**src/rtl/conv_mac_engine.sv**
```systemverilog
// Time-multiplexed multi-channel KxK convolution MAC engine.
// One (filter, channel) pair is reduced per cycle; each filter result gets bias,
// arithmetic shift, optional ReLU and saturation before landing in its output slot.
module conv_mac_engine #(
  parameter int unsigned DATA_WIDTH   = 8,
  parameter int unsigned WEIGHT_WIDTH = 8,
  parameter int unsigned KERNEL_SIZE  = 3,
  parameter int unsigned IN_CHANNEL   = 3,
  parameter int unsigned NUM_FILTERS  = 3,
  parameter int unsigned ACC_WIDTH    = 24,
  parameter int unsigned OUT_SHIFT    = 0,
  parameter int unsigned OUT_SIGNED   = 0,
  localparam int unsigned Taps  = KERNEL_SIZE * KERNEL_SIZE,
  localparam int unsigned AddrW = $clog2(NUM_FILTERS * IN_CHANNEL + NUM_FILTERS),
  localparam int unsigned CfgW  = (Taps * WEIGHT_WIDTH > ACC_WIDTH) ? Taps * WEIGHT_WIDTH
                                                                   : ACC_WIDTH
) (
  input  logic                                    clk,
  input  logic                                    rst,
  input  logic [IN_CHANNEL*Taps*DATA_WIDTH-1:0]   in_window,
  input  logic                                    in_valid,
  output logic                                    in_ready,
  input  logic                                    relu_en,
  input  logic                                    cfg_we,
  input  logic [AddrW-1:0]                        cfg_addr,
  input  logic [CfgW-1:0]                         cfg_wdata,
  output logic                                    cfg_err,
  output logic [NUM_FILTERS*DATA_WIDTH-1:0]       out_data,
  output logic                                    out_valid,
  input  logic                                    out_ready
);

  localparam int unsigned NumWords = NUM_FILTERS * IN_CHANNEL;
  localparam int unsigned WIdxW    = (NumWords > 1) ? $clog2(NumWords) : 1;
  localparam int unsigned ChW      = (IN_CHANNEL > 1) ? $clog2(IN_CHANNEL) : 1;
  localparam int unsigned FiW      = (NUM_FILTERS > 1) ? $clog2(NUM_FILTERS) : 1;
  localparam int unsigned PW       = DATA_WIDTH + WEIGHT_WIDTH + 1;

  localparam logic signed [ACC_WIDTH-1:0] SatMax = (OUT_SIGNED != 0)
      ? ACC_WIDTH'((64'sd1 <<< (DATA_WIDTH - 1)) - 64'sd1)
      : ACC_WIDTH'((64'sd1 <<< DATA_WIDTH) - 64'sd1);
  localparam logic signed [ACC_WIDTH-1:0] SatMin = (OUT_SIGNED != 0)
      ? ACC_WIDTH'(-(64'sd1 <<< (DATA_WIDTH - 1)))
      : '0;

  typedef enum logic [1:0] {StIdle, StCompute, StDone} state_e;

  state_e state_q, state_d;

  logic [IN_CHANNEL*Taps*DATA_WIDTH-1:0] win_q;
  logic                                  relu_q;
  logic signed [ACC_WIDTH-1:0]           acc_q;
  logic [ChW-1:0]                        c_q;
  logic [FiW-1:0]                        f_q;
  logic [NUM_FILTERS*DATA_WIDTH-1:0]     out_q;
  logic                                  cfg_err_q;

  logic [Taps*WEIGHT_WIDTH-1:0]          weight_q [NumWords];
  logic signed [ACC_WIDTH-1:0]           bias_q   [NUM_FILTERS];

  logic                                  accept, last_c, last_f;
  logic                                  cfg_in_range, cfg_is_bias, cfg_ok;
  logic [WIdxW-1:0]                      cfg_widx, cur_widx;
  logic [FiW-1:0]                        cfg_bidx;
  logic [Taps*WEIGHT_WIDTH-1:0]          cur_word;
  logic [Taps*DATA_WIDTH-1:0]            chan;
  logic signed [DATA_WIDTH:0]            px;
  logic signed [WEIGHT_WIDTH-1:0]        wt;
  logic signed [PW-1:0]                  prod;
  logic signed [ACC_WIDTH-1:0]           partial, final_v, shifted;
  logic [DATA_WIDTH-1:0]                 sat_val;

  assign accept = in_valid & in_ready;
  assign last_c = (c_q == ChW'(IN_CHANNEL - 1));
  assign last_f = (f_q == FiW'(NUM_FILTERS - 1));

  // Config address decode; writes land only while idle and in range.
  always_comb begin
    cfg_in_range = (32'(cfg_addr) < NumWords + NUM_FILTERS);
    cfg_is_bias  = (32'(cfg_addr) >= NumWords);
    cfg_ok       = cfg_we & (state_q == StIdle) & cfg_in_range;
    cfg_widx     = WIdxW'(cfg_addr);
    cfg_bidx     = FiW'(32'(cfg_addr) - NumWords);
  end

  // Weight/bias storage and dropped-write error pulse.
  always_ff @(posedge clk or posedge rst) begin
    if (rst) begin
      for (int i = 0; i < NumWords; i++) weight_q[i] <= '0;
      for (int i = 0; i < NUM_FILTERS; i++) bias_q[i] <= '0;
      cfg_err_q <= 1'b0;
    end else begin
      cfg_err_q <= cfg_we & ~cfg_ok;
      if (cfg_ok) begin
        if (cfg_is_bias) bias_q[cfg_bidx] <= cfg_wdata[ACC_WIDTH-1:0];
        else             weight_q[cfg_widx] <= cfg_wdata[Taps*WEIGHT_WIDTH-1:0];
      end
    end
  end

  // Dot product of one channel window against one weight word, then finalisation.
  always_comb begin
    cur_widx = WIdxW'(32'(f_q) * IN_CHANNEL + 32'(c_q));
    cur_word = weight_q[cur_widx];
    chan     = win_q[32'(c_q)*Taps*DATA_WIDTH +: Taps*DATA_WIDTH];
    px       = '0;
    wt       = '0;
    prod     = '0;
    partial  = '0;
    for (int t = 0; t < Taps; t++) begin
      px      = signed'({1'b0, chan[t*DATA_WIDTH +: DATA_WIDTH]});
      wt      = signed'(cur_word[t*WEIGHT_WIDTH +: WEIGHT_WIDTH]);
      prod    = PW'(px) * PW'(wt);
      partial = partial + ACC_WIDTH'(prod);
    end
    final_v = acc_q + partial + bias_q[f_q];
    shifted = final_v >>> OUT_SHIFT;
    if (relu_q && shifted < 0) shifted = '0;
    if (shifted > SatMax)      sat_val = SatMax[DATA_WIDTH-1:0];
    else if (shifted < SatMin) sat_val = SatMin[DATA_WIDTH-1:0];
    else                       sat_val = shifted[DATA_WIDTH-1:0];
  end

  // Window latch, accumulator, pair counters and output slots.
  always_ff @(posedge clk or posedge rst) begin
    if (rst) begin
      win_q  <= '0;
      relu_q <= 1'b0;
      acc_q  <= '0;
      c_q    <= '0;
      f_q    <= '0;
      out_q  <= '0;
    end else if (accept) begin
      win_q  <= in_window;
      relu_q <= relu_en;
      acc_q  <= '0;
      c_q    <= '0;
      f_q    <= '0;
    end else if (state_q == StCompute) begin
      if (last_c) begin
        acc_q <= '0;
        c_q   <= '0;
        f_q   <= last_f ? '0 : f_q + FiW'(1);
        out_q[32'(f_q)*DATA_WIDTH +: DATA_WIDTH] <= sat_val;
      end else begin
        acc_q <= acc_q + partial;
        c_q   <= c_q + ChW'(1);
      end
    end
  end

  // State register.
  always_ff @(posedge clk or posedge rst) begin
    if (rst) state_q <= StIdle;
    else     state_q <= state_d;
  end

  // Next-state logic; DONE chains straight into COMPUTE when a window is waiting.
  always_comb begin
    state_d = state_q;
    unique case (state_q)
      StIdle:    if (accept) state_d = StCompute;
      StCompute: if (last_c && last_f) state_d = StDone;
      StDone:    if (out_ready) state_d = in_valid ? StCompute : StIdle;
      default:   state_d = StIdle;
    endcase
  end

  // Handshake outputs.
  always_comb begin
    in_ready  = ~rst & ((state_q == StIdle) | ((state_q == StDone) & out_ready));
    out_valid = (state_q == StDone);
    out_data  = out_q;
    cfg_err   = cfg_err_q;
  end

endmodule

```
**config.mk**
```make
export PLATFORM = sky130hd
export DESIGN_NAME = conv_mac_engine
export DESIGN_NICKNAME = d
export VERILOG_FILES = /design/src/rtl/conv_mac_engine.sv
export SDC_FILE = /design/constraint.sdc
export NUM_CORES = 2
export LEC_CHECK = 0
export CORE_MARGIN = 10
export CORE_UTILIZATION = 50
export CTS_CLUSTER_DIAMETER = 200
export DETAILED_ROUTE_END_ITERATION = 10
export GPL_ROUTABILITY_DRIVEN = 0
export GPL_TIMING_DRIVEN = 1
export PLACE_DENSITY = 0.68
export SLEW_MARGIN = 40
export SYNTH_ARGS = -nofsm -noshare
export SYNTH_HDL_FRONTEND = slang
export SYNTH_SLANG_ARGS = --single-unit
```
**constraint.sdc**
```tcl
create_clock -name clk -period 78.3 [get_ports clk]
set_clock_uncertainty 0.1 [all_clocks]
set_input_delay 11.745 -clock clk [delete_from_list [all_inputs] [get_ports clk]]
set_output_delay 11.745 -clock clk [all_outputs]
set_load 0.005 [all_outputs]
```
==> impl_metrics.ini <==
[synthesis]
postSynth.asyncResetShare = 1.000
postSynth.topFlopCell = sky130_fd_sc_hd__dfrtp_1
synthTopCellsByArea = sky130_fd_sc_hd__dfrtp_1, sky130_fd_sc_hd__fa_1, sky130_fd_sc_hd__mux2_2, sky130_fd_sc_hd__ha_1, sky130_fd_sc_hd__mux4_2
number_of_cells_produced_by_synthesis = 5540
yosys.cell_types.count = 67
ys_ff_latch = 991
synth_commonest_cells = sky130_fd_sc_hd__dfrtp_1, sky130_fd_sc_hd__mux2_2, sky130_fd_sc_hd__inv_1
number_of_synthesized_flops_with_an_enable_pin = 0
synth_fp_nets = 6791
post-synth-top-count-cell = sky130_fd_sc_hd__dfrtp_1
synth.avg_cell_area_um2 = 12.14
synth_seq_area_share = 0.3687
total_standard_cell_area_after_synthesis_um2 = 67270
yosys_top_cell_area_share = 0.3687
yosysTopAreaCell = sky130_fd_sc_hd__dfrtp_1
yosysWarnings = 0

[grt]
globalRouteTotalUtil = 0.2391
grt_overflow = 0
antenna_violations_before_repair = 32
maximum_number_of_pins_on_one_net_before_global_route_repair = 119
grt_pass1_vias = 46310
grt_first_pass_wirelength_um = 278400

[sta]
setup_violations = 0
hold_slack_ns = 0.3995
upper_clock_frequency_limit_mhz = 40.03
worst-slew-pin-transition_ns = 0.8826
period_minus_slack_ns = 24.98
finalSetupTns_ns = 0
max-slew-margin-rel = 0.4077
final_max_slew_viol_count = 0
layout_worst_path_cycle_share = 0.3191
timing_hold_violations_final = 0
rsz_0062_raised_after_global_routing = no

[clock_tree]
clock-root-buffer = sky130_fd_sc_hd__clkbuf_16
ctsHoldBuffers = 0
clkTransAtPathRegs_ns = 0.06
tritoncts_clock_tree = done
clock_tree.buffer_depth = 3
clk_latency_ns = 0.77
cts_repair_resize_count = 0
htree_levels = 3
setup_bufs_post_cts = 0
total_cts_buffers = 106
numClockSinks = 991

[routing]
drt_pass1_iterations = 5
detailed_route_wire_length_per_cell_um = 23.03
route.detailed.vias_per_inst = 5.577
dr.first_iter.drc_count = 2933
via_count = 43010
postRouteAntennaNets = 0
route.final.wire_length_um = 177600
route.detailed.drc = 0

[layout]
utilization = 0.5752
finalInstanceArea_um2 = 76860
final_layout_size_suffix_gt1_frac = 0.2535
nets = 7100
area_growth_syn_to_layout_pct = 14.26

[hold_path]
worst_hold_path_type = flop to flop
min-delay-start = weight_q[200]

[worst_setup_path]
crit_path_top_delay_cell = sky130_fd_sc_hd__clkdlybuf4s50_1
criticalPathCategory = input port to output pin
cp-end-kind = output pin
timing.critical_path.mode_cell = sky130_fd_sc_hd__clkdlybuf4s50_1
crit_path_max_incr_delay_ns = 0.55
crit_required_ns = 66.45
critPathLaunchType = input port
critical_path_arrival_ns = 13.14
crit_chain = clkdlybuf4s50_1 -> nor3_1 -> clkdlybuf4s50_1
timing.critical_path.fanout_max = 3
worst_setup_path_start = rst
timing.rr.start = c_q[1]

[floorplan]
design.portCount = 325
rows = 134
chipWidth_um = 386.8
initial_utilization = 0.5034
die-height_um = 386.8
core_area_um2 = 133600
die_area_um2 = 149600

[place]
hpwl_um = 130900
dpl-instance-area_um2 = 73070
io_buffers = 323

[outcome]
outcome = finished clean

[flow_run]
cap_violations = 0
-- worst paths after layout --
check | end | slack (ns) | depth (start not counted)
worst max-delay path | in_ready | 53.32 | 3
worst min-delay path | weight_q[200] | 0.40 | 1
worst max register to register | out_data[3] | 61.83 | 46
worst min register to register | weight_q[200] | 0.40 | 1
max in group asynchronous | weight_q[537] | 62.82 | 8
min in group asynchronous | weight_q[291] | 11.47 | 2
-- state kept, by name, indices dropped and copies added, names as in the netlist --
signal    flops
acc_q        24
c_q           2
weight_q    648
out_data     24
f_q           2
cfg_err       1
bias_q       72
state_q       2
win_q       216
-- per-layer routing --
layer,track usage,wire (um),vias up
met5,0,188,-
met1,0.3328,78190,22580
li1,-,-,18900
met2,0.3776,82480,1236
met3,0.04718,11430,271
met4,0.07481,5330,28
-- placed cells by master (no fill, tap or decap), types with 7 or more instances in the layout --
cell / count
sky130_fd_sc_hd__a21o_1: 8
sky130_fd_sc_hd__a21oi_1: 84
sky130_fd_sc_hd__a21oi_2: 47
sky130_fd_sc_hd__a22o_1: 49
sky130_fd_sc_hd__and2_1: 39
sky130_fd_sc_hd__and3_1: 7
sky130_fd_sc_hd__buf_4: 81
sky130_fd_sc_hd__buf_6: 7
sky130_fd_sc_hd__bufinv_16: 8
sky130_fd_sc_hd__clkbuf_1: 25
sky130_fd_sc_hd__clkbuf_16: 106
sky130_fd_sc_hd__clkbuf_8: 30
sky130_fd_sc_hd__clkdlybuf4s50_1: 323
sky130_fd_sc_hd__clkinv_2: 12
sky130_fd_sc_hd__dfrtp_1: 989
sky130_fd_sc_hd__diode_2: 11
sky130_fd_sc_hd__fa_1: 604
sky130_fd_sc_hd__ha_1: 346
sky130_fd_sc_hd__inv_1: 834
sky130_fd_sc_hd__mux2_2: 936
sky130_fd_sc_hd__mux2i_1: 168
sky130_fd_sc_hd__mux4_2: 145
sky130_fd_sc_hd__nand2_1: 236
sky130_fd_sc_hd__nand2b_1: 23
sky130_fd_sc_hd__nand3_1: 7
sky130_fd_sc_hd__nor2_1: 428
sky130_fd_sc_hd__nor2b_1: 30
sky130_fd_sc_hd__nor3_1: 9
sky130_fd_sc_hd__o21a_1: 28
sky130_fd_sc_hd__o21ai_0: 43
sky130_fd_sc_hd__o21ai_1: 34
sky130_fd_sc_hd__o21ai_2: 8
sky130_fd_sc_hd__or2_2: 67
sky130_fd_sc_hd__xnor2_1: 29
sky130_fd_sc_hd__xor2_1: 17
-- cells by family (layout without fill, tap and decap cells) --
group / Yosys count / in the layout / share of synthesized area
buffers and inverters: 1056 / 1449 / 0.05894
DFF: 991 / 991 / 0.3687
other: 0 / 11 / 0
and+or+nand+nor: 894 / 894 / 0.05850
AOI/OAI and AO/OA: 350 / 350 / 0.03257
xor gates and xnor gates: 47 / 47 / 0.006324
adders and majority gates: 953 / 953 / 0.2448
muxes: 1249 / 1249 / 0.2302
-- metrics by stage --
step | setup slack [ns] | std cells
global placement | 53.35 | 7505
finish | 53.32 | 7712
CTS | 53.32 | 7700
global route | 53.20 | 7703
detailed placement | 53.33 | 7508
floorplan | 38.57 | 5540
-- final cells by class --
type                       instances  area [um2]
fill                           10870       56760
clock buffer                     160        3146
inverter                         836        3151
antenna                           11       27.53
timing repair buffer             421        4136
tap                             1768        2212
sequential                       991       24810
clock inverter                    32       508.0
multi-input combinational       3493       38870
-- critical path: cells and delay by family --
kind / cells / cell delay [ns]
buffers and inverters: 2 / 1.08
AND/OR/NAND/NOR: 1 / 0.30
Power is left out: the tool's default activity adds up to more than one toggle a clock period on the data nets, which glitch-free logic cannot reach.
